===== config.mk =====
export PLATFORM = sky130hd
export DESIGN_NAME = number_tx
export DESIGN_NICKNAME = d
export VERILOG_FILES = /design/src/rtl/number_tx.sv
export SDC_FILE = /design/constraint.sdc
export NUM_CORES = 1
export LEC_CHECK = 0
export CORE_UTILIZATION = 60
export CTS_BUF_LIST = sky130_fd_sc_hd__clkbuf_4 sky130_fd_sc_hd__clkbuf_8
export DETAILED_ROUTE_END_ITERATION = 16
export PLACE_DENSITY = 0.76
export SLEW_MARGIN = 20
export SYNTH_ARGS = -nofsm -noshare
export SYNTH_HDL_FRONTEND = slang
export SYNTH_SLANG_ARGS = --single-unit

===== constraint.sdc =====
create_clock -name clk -period 5.8 [get_ports clk]
set_clock_uncertainty 0.15 [all_clocks]
set_input_delay 1.16 -clock clk [delete_from_list [all_inputs] [get_ports clk]]
set_output_delay 1.16 -clock clk [all_outputs]
set_load 0.03 [all_outputs]

===== src/rtl/number_tx.sv =====
// number_tx: prints a captured 16-bit value as decimal ASCII digits plus LF on a UART line.
// Build option SIGNED_EN: the value is two's complement and negatives get a leading '-'.
module number_tx #(
  parameter int CLKS_PER_BIT = 1085
) (
  input  logic        clk,
  input  logic        rst_n,
  input  logic [15:0] number,
  input  logic        number_valid,
  output logic        ready,
  output logic        tx_out,
  output logic        done
);

  // state   | meaning
  // IDLE    | line idle, waiting for a request
  // CONVERT | binary to decimal, one subtraction per cycle
  // START   | start bit of the current character
  // DATA    | 8 data bits, LSB first
  // STOP    | stop bit; then next character or DONE
  // DONE    | one-cycle done pulse, already ready for a new request
  typedef enum logic [2:0] {IDLE, CONVERT, START, DATA, STOP, DONE} state_t;

  localparam int CW = (CLKS_PER_BIT > 1) ? $clog2(CLKS_PER_BIT) : 1;
  localparam logic [CW-1:0] BIT_LAST = CW'(CLKS_PER_BIT - 1);

  state_t          state, state_nxt;
  logic [15:0]     rem;
  logic [15:0]     pow;
  logic [2:0]      pos;
  logic [3:0]      digit_val;
  logic            started;
  logic [7:0]      char_buf [0:7];
  logic [2:0]      wr_ptr;
  logic [2:0]      rd_ptr;
  logic [CW-1:0]   bit_cnt;
  logic [2:0]      bit_idx;
  logic [7:0]      cur_char;
  logic            accept;
  logic            sub_ok;
  logic            bit_end;
  logic            last_char;

  always_comb begin
    case (pos)
      3'd0:    pow = 16'd10000;
      3'd1:    pow = 16'd1000;
      3'd2:    pow = 16'd100;
      3'd3:    pow = 16'd10;
      default: pow = 16'd1;
    endcase
  end

  assign accept    = ready & number_valid;
  assign sub_ok    = (rem >= pow);
  assign bit_end   = (bit_cnt == BIT_LAST);
  // The line feed is never stored: it is sent once the read pointer reaches the write pointer.
  assign last_char = (rd_ptr == wr_ptr);
  assign cur_char  = last_char ? 8'h0A : char_buf[rd_ptr];

  always_ff @(posedge clk or negedge rst_n) begin
    if (!rst_n) state <= IDLE;
    else        state <= state_nxt;
  end

  always_comb begin
    state_nxt = state;
    ready     = 1'b0;
    done      = 1'b0;
    tx_out    = 1'b1;
    case (state)
      IDLE: begin
        ready = 1'b1;
        if (number_valid) state_nxt = CONVERT;
      end
      CONVERT: begin
        if (!sub_ok && pos == 3'd4) state_nxt = START;
      end
      START: begin
        tx_out = 1'b0;
        if (bit_end) state_nxt = DATA;
      end
      DATA: begin
        tx_out = cur_char[bit_idx];
        if (bit_end && bit_idx == 3'd7) state_nxt = STOP;
      end
      STOP: begin
        if (bit_end) state_nxt = last_char ? DONE : START;
      end
      DONE: begin
        ready = 1'b1;
        done  = 1'b1;
        state_nxt = number_valid ? CONVERT : IDLE;
      end
      default: state_nxt = IDLE;
    endcase
  end

  always_ff @(posedge clk or negedge rst_n) begin
    if (!rst_n) begin
      rem       <= 16'd0;
      pos       <= 3'd0;
      digit_val <= 4'd0;
      started   <= 1'b0;
      wr_ptr    <= 3'd0;
      rd_ptr    <= 3'd0;
      bit_cnt   <= '0;
      bit_idx   <= 3'd0;
      for (int i = 0; i < 8; i++) char_buf[i] <= 8'h00;
    end else begin
      if (accept) begin
        pos       <= 3'd0;
        digit_val <= 4'd0;
        started   <= 1'b0;
        rd_ptr    <= 3'd0;
`ifdef SIGNED_EN
        if (number[15]) begin
          rem         <= 16'd0 - number;
          char_buf[0] <= 8'h2D;
          wr_ptr      <= 3'd1;
        end else begin
          rem    <= number;
          wr_ptr <= 3'd0;
        end
`else
        rem    <= number;
        wr_ptr <= 3'd0;
`endif
      end
      case (state)
        CONVERT: begin
          if (sub_ok) begin
            rem       <= rem - pow;
            digit_val <= digit_val + 4'd1;
          end else begin
            // Leading zeros are dropped; the units digit is always kept so 0 prints "0".
            if (digit_val != 4'd0 || started || pos == 3'd4) begin
              char_buf[wr_ptr] <= {4'h3, digit_val};
              wr_ptr           <= wr_ptr + 3'd1;
              started          <= 1'b1;
            end
            digit_val <= 4'd0;
            if (pos != 3'd4) pos <= pos + 3'd1;
          end
        end
        START: begin
          bit_cnt <= bit_end ? '0 : bit_cnt + CW'(1);
        end
        DATA: begin
          bit_cnt <= bit_end ? '0 : bit_cnt + CW'(1);
          if (bit_end) bit_idx <= bit_idx + 3'd1;
        end
        STOP: begin
          bit_cnt <= bit_end ? '0 : bit_cnt + CW'(1);
          if (bit_end && !last_char) rd_ptr <= rd_ptr + 3'd1;
        end
        default: ;
      endcase
    end
  end

endmodule


==> impl_metrics.ini <==
[status]
outcome = complete, no violations

[synthesis]
synth_xor_area_share_pct = 3.57
syn_nets = 541
ys_seq_elements = 87
synth_cell_types = 65
synthAdderAreaFrac_pct = 6.46
yosysWarnings = 0
synth-simple-area-share_pct = 16.3
ys_seq_area_share_pct = 42.3
syn_avg_cell_area_um2 = 10.4
synth_compound_area_share_pct = 11.8
synth_area_leader_cell = dfrtp_1
synth_top_area_share_pct = 42.3
ys_async_sr_fraction_pct = 100
synthMuxAreaShare_pct = 16.0
synthTopCellsByArea = dfrtp_1, mux2_2, ha_1
synthCells = 496
syn_area_um2 = 5150
synth_top_family_by_area = simple AND/OR/NAND/NOR gates
synth_edf_count = 0
ys.flop_type = dfrtp_1

[floorplan]
start_util_pct = 62.4
dieArea_um2 = 8960
ios = 22
die_x_um = 94.6
num_rows = 33
die_height_um = 94.6
coreArea_um2 = 8260

[global_routing]
grt_start_max_net_pins = 48
grt_pass1_wl_mm = 18.0
grt_overflow_total = 0
antenna_found_initial = 0
grtUsageTotal_pct = 26.1
first_global_vias = 3767

[power]
seqPwrFrac_pct = 33.5
leakage_nw = 2.60
powerDensity_nw_per_um2 = 506
power.share.clock_pct = 16.2
vdd_ir_drop_max_mv = 0.204
comb_power_share_pct = 50.3
p_sw_share_pct = 42.8
p_int_mw = 1.62
p_sw_mw = 1.22

[sta]
max_freq_ghz = 0.225
grt_setup_unrepaired = false
slew_headroom_pct = 36.1
fin_crit_ns = 4.44
hold_ws_ns = 0.323
final-setup-viol-count = 0
fin_crit_sh_pct = 76.6
finalSetupTns_ns = 0
final_hold_viol_count = 0
worst_pin_slew_ns = 0.949
slew_violations = 0

[critical_path]
worstSetupStartpointType = register
cp.arrival_ns = 3.13
critPathCaptureType = output port
cp.required_ns = 4.49
r2r_slack_ns = 2.24
reg2reg_from = pos[2]$_DFF_PN0_
regToRegEndpoint = rem[14]$_DFF_PN0_
rr_worst_depth = 12
critPathMaxFanout = 14
path_class = reg2out

[layout]
regArea_um2 = 2180
fin_cells = 616
diodes = 0
multi_input_area_um2 = 2780
area_delta_synth_final_pct = 9.06
fin_nets = 551
fill_cells = 640
drive_gt1_share_pct = 16.2

[clocking]
cts_hold_buf = 0
cts_tree = yes
cts_sinks = 87
clk_pin_slew_ns = 0.09
cts_buffers = 9
cts_buffer_depth = 2
cts_resized = 0
cts.htree.levels = 3
cts_root_buffer = clkbuf_8
post_cts_buffers = 0
clk_latency_ns = 0.37

[route]
drt-vias-per-instance = 6.11
drc = 0
first_pass_iters = 4
postRouteAntennaNets = 0
drt_iter0_drc = 206
num_vias = 3762
post_drt_wl_per_cell_um = 17.0
drt_wl_total_mm = 10.5

[hold_path]
min_delay_path_depth = 1
min-delay-start = char_buf[13]$_DFFE_PN0P_
hold_end = char_buf[13]$_DFFE_PN0P_
holdCritPathClass = reg2reg

[placement]
place_inst = 600
portBuffers = 21
dp.final_hpwl_mm = 7.44
place_congestion = 0.840

[flow_run]
maxCapViolCount = 0
==> synth_stat cells (7+ instances only) <==
library cell / count
clkbuf_1: 17
nand2_1: 37
a21oi_1: 16
inv_1: 21
mux4_2: 10
and3_1: 7
nand3_1: 22
nand4_1: 11
nand2b_1: 16
mux2_2: 37
mux2i_1: 12
o21ai_0: 23
ha_1: 25
dfrtp_1: 87
xnor2_1: 13
nor3_1: 10
a31oi_1: 8
nor2_1: 33
xor2_1: 8
==> power groups by stage <==
stage          registers, mW  clock network [mW]  logic (mW)
2_1_floorplan          0.858                   0        1.21
3_3_place_gp           0.951                   0        1.38
6_report               0.950               0.461        1.43
5_1_grt                0.976               0.493        1.62
3_5_place_dp           0.961                   0        1.42
4_1_cts                0.948               0.466        1.43
==> cell families after synthesis <==
kind of cell / count (synthesis)
buffers and inverters: 47
xor gates and xnor gates: 21
and+or+nand+nor: 162
DFF: 87
muxes: 63
AOI/OAI and AO/OA: 90
adders and majority gates: 26
==> area by class of cell <==
| class | count | area share [%] |
|---|---|---|
| timing repair buffer | 23 | 3.97 |
| clock inverter | 5 | 1.14 |
| inverter | 23 | 1.54 |
| multi-input combinational | 362 | 49.6 |
| sequential | 87 | 38.8 |
| clock buffer | 11 | 2.70 |
| tap | 105 | 2.34 |
==> worst max-delay path, stage by stage (launching register included) <==
cell,delay (ns)
dfrtp_1,0.81
mux4_2,0.58
o21ai_0,0.22
o22ai_1,0.10
a31oi_1,0.19
a311o_1,0.14
o211ai_1,0.11
clkdlybuf4s50_1,0.62
==> worst max path at each step <==
stage	start	to
floorplan	rd_ptr[0]$_DFF_PN0_	tx_out
global route	rd_ptr[0]$_DFF_PN0_	tx_out
detailed placement	rd_ptr[0]$_DFF_PN0_	tx_out
global placement	rd_ptr[0]$_DFF_PN0_	tx_out
CTS	rd_ptr[0]$_DFF_PN0_	tx_out
finish	rd_ptr[0]$_DFF_PN0_	tx_out
==> placed cells by master, fill, tap and decap left out, types with 10 or more instances in the layout <==
| cell | count |
|---|---|
| nand2_1 | 37 |
| nand2b_1 | 16 |
| mux4_2 | 10 |
| clkdlybuf4s50_1 | 20 |
| inv_1 | 21 |
| ha_1 | 25 |
| nand3_1 | 22 |
| nor2_1 | 33 |
| xnor2_1 | 13 |
| mux2i_1 | 12 |
| clkbuf_8 | 11 |
| mux2_2 | 37 |
| a21oi_1 | 16 |
| nand4_1 | 11 |
| dfrtp_1 | 87 |
| nor3_1 | 10 |
| o21ai_0 | 23 |
==> metal layers <==
layer	track usage (%)	up-vias	part of all wire, %
met5	0	-	0
met4	9.97	0	1.7
met3	4.75	15	2.5
met2	42.6	48	49
met1	34.7	1874	47
li1	-	1825	-
==> per-stage QoR <==
stage | utilization (%) | area [um2] | setup WS, ns | power [mW]
after floorplan | - | 5150 | 2.53 | 2.07
after global placement | 65.4 | 5400 | 1.76 | 2.33
after detailed placement | 65.4 | 5400 | 1.74 | 2.38
after CTS | 68.0 | 5620 | 1.33 | 2.84
after global routing | 68.0 | 5620 | 1.04 | 3.09
final | 68.0 | 5620 | 1.36 | 2.84
==> state kept, by name, summed over array words and instances, names as in the netlist <==
register   cells
char_buf      40
rem           16
bit_cnt       11
digit_val      4
bit_idx        3
pos            3
rd_ptr         3
state          3
wr_ptr         3
started        1
No activity file was read; power rests on OpenSTA's default activity.
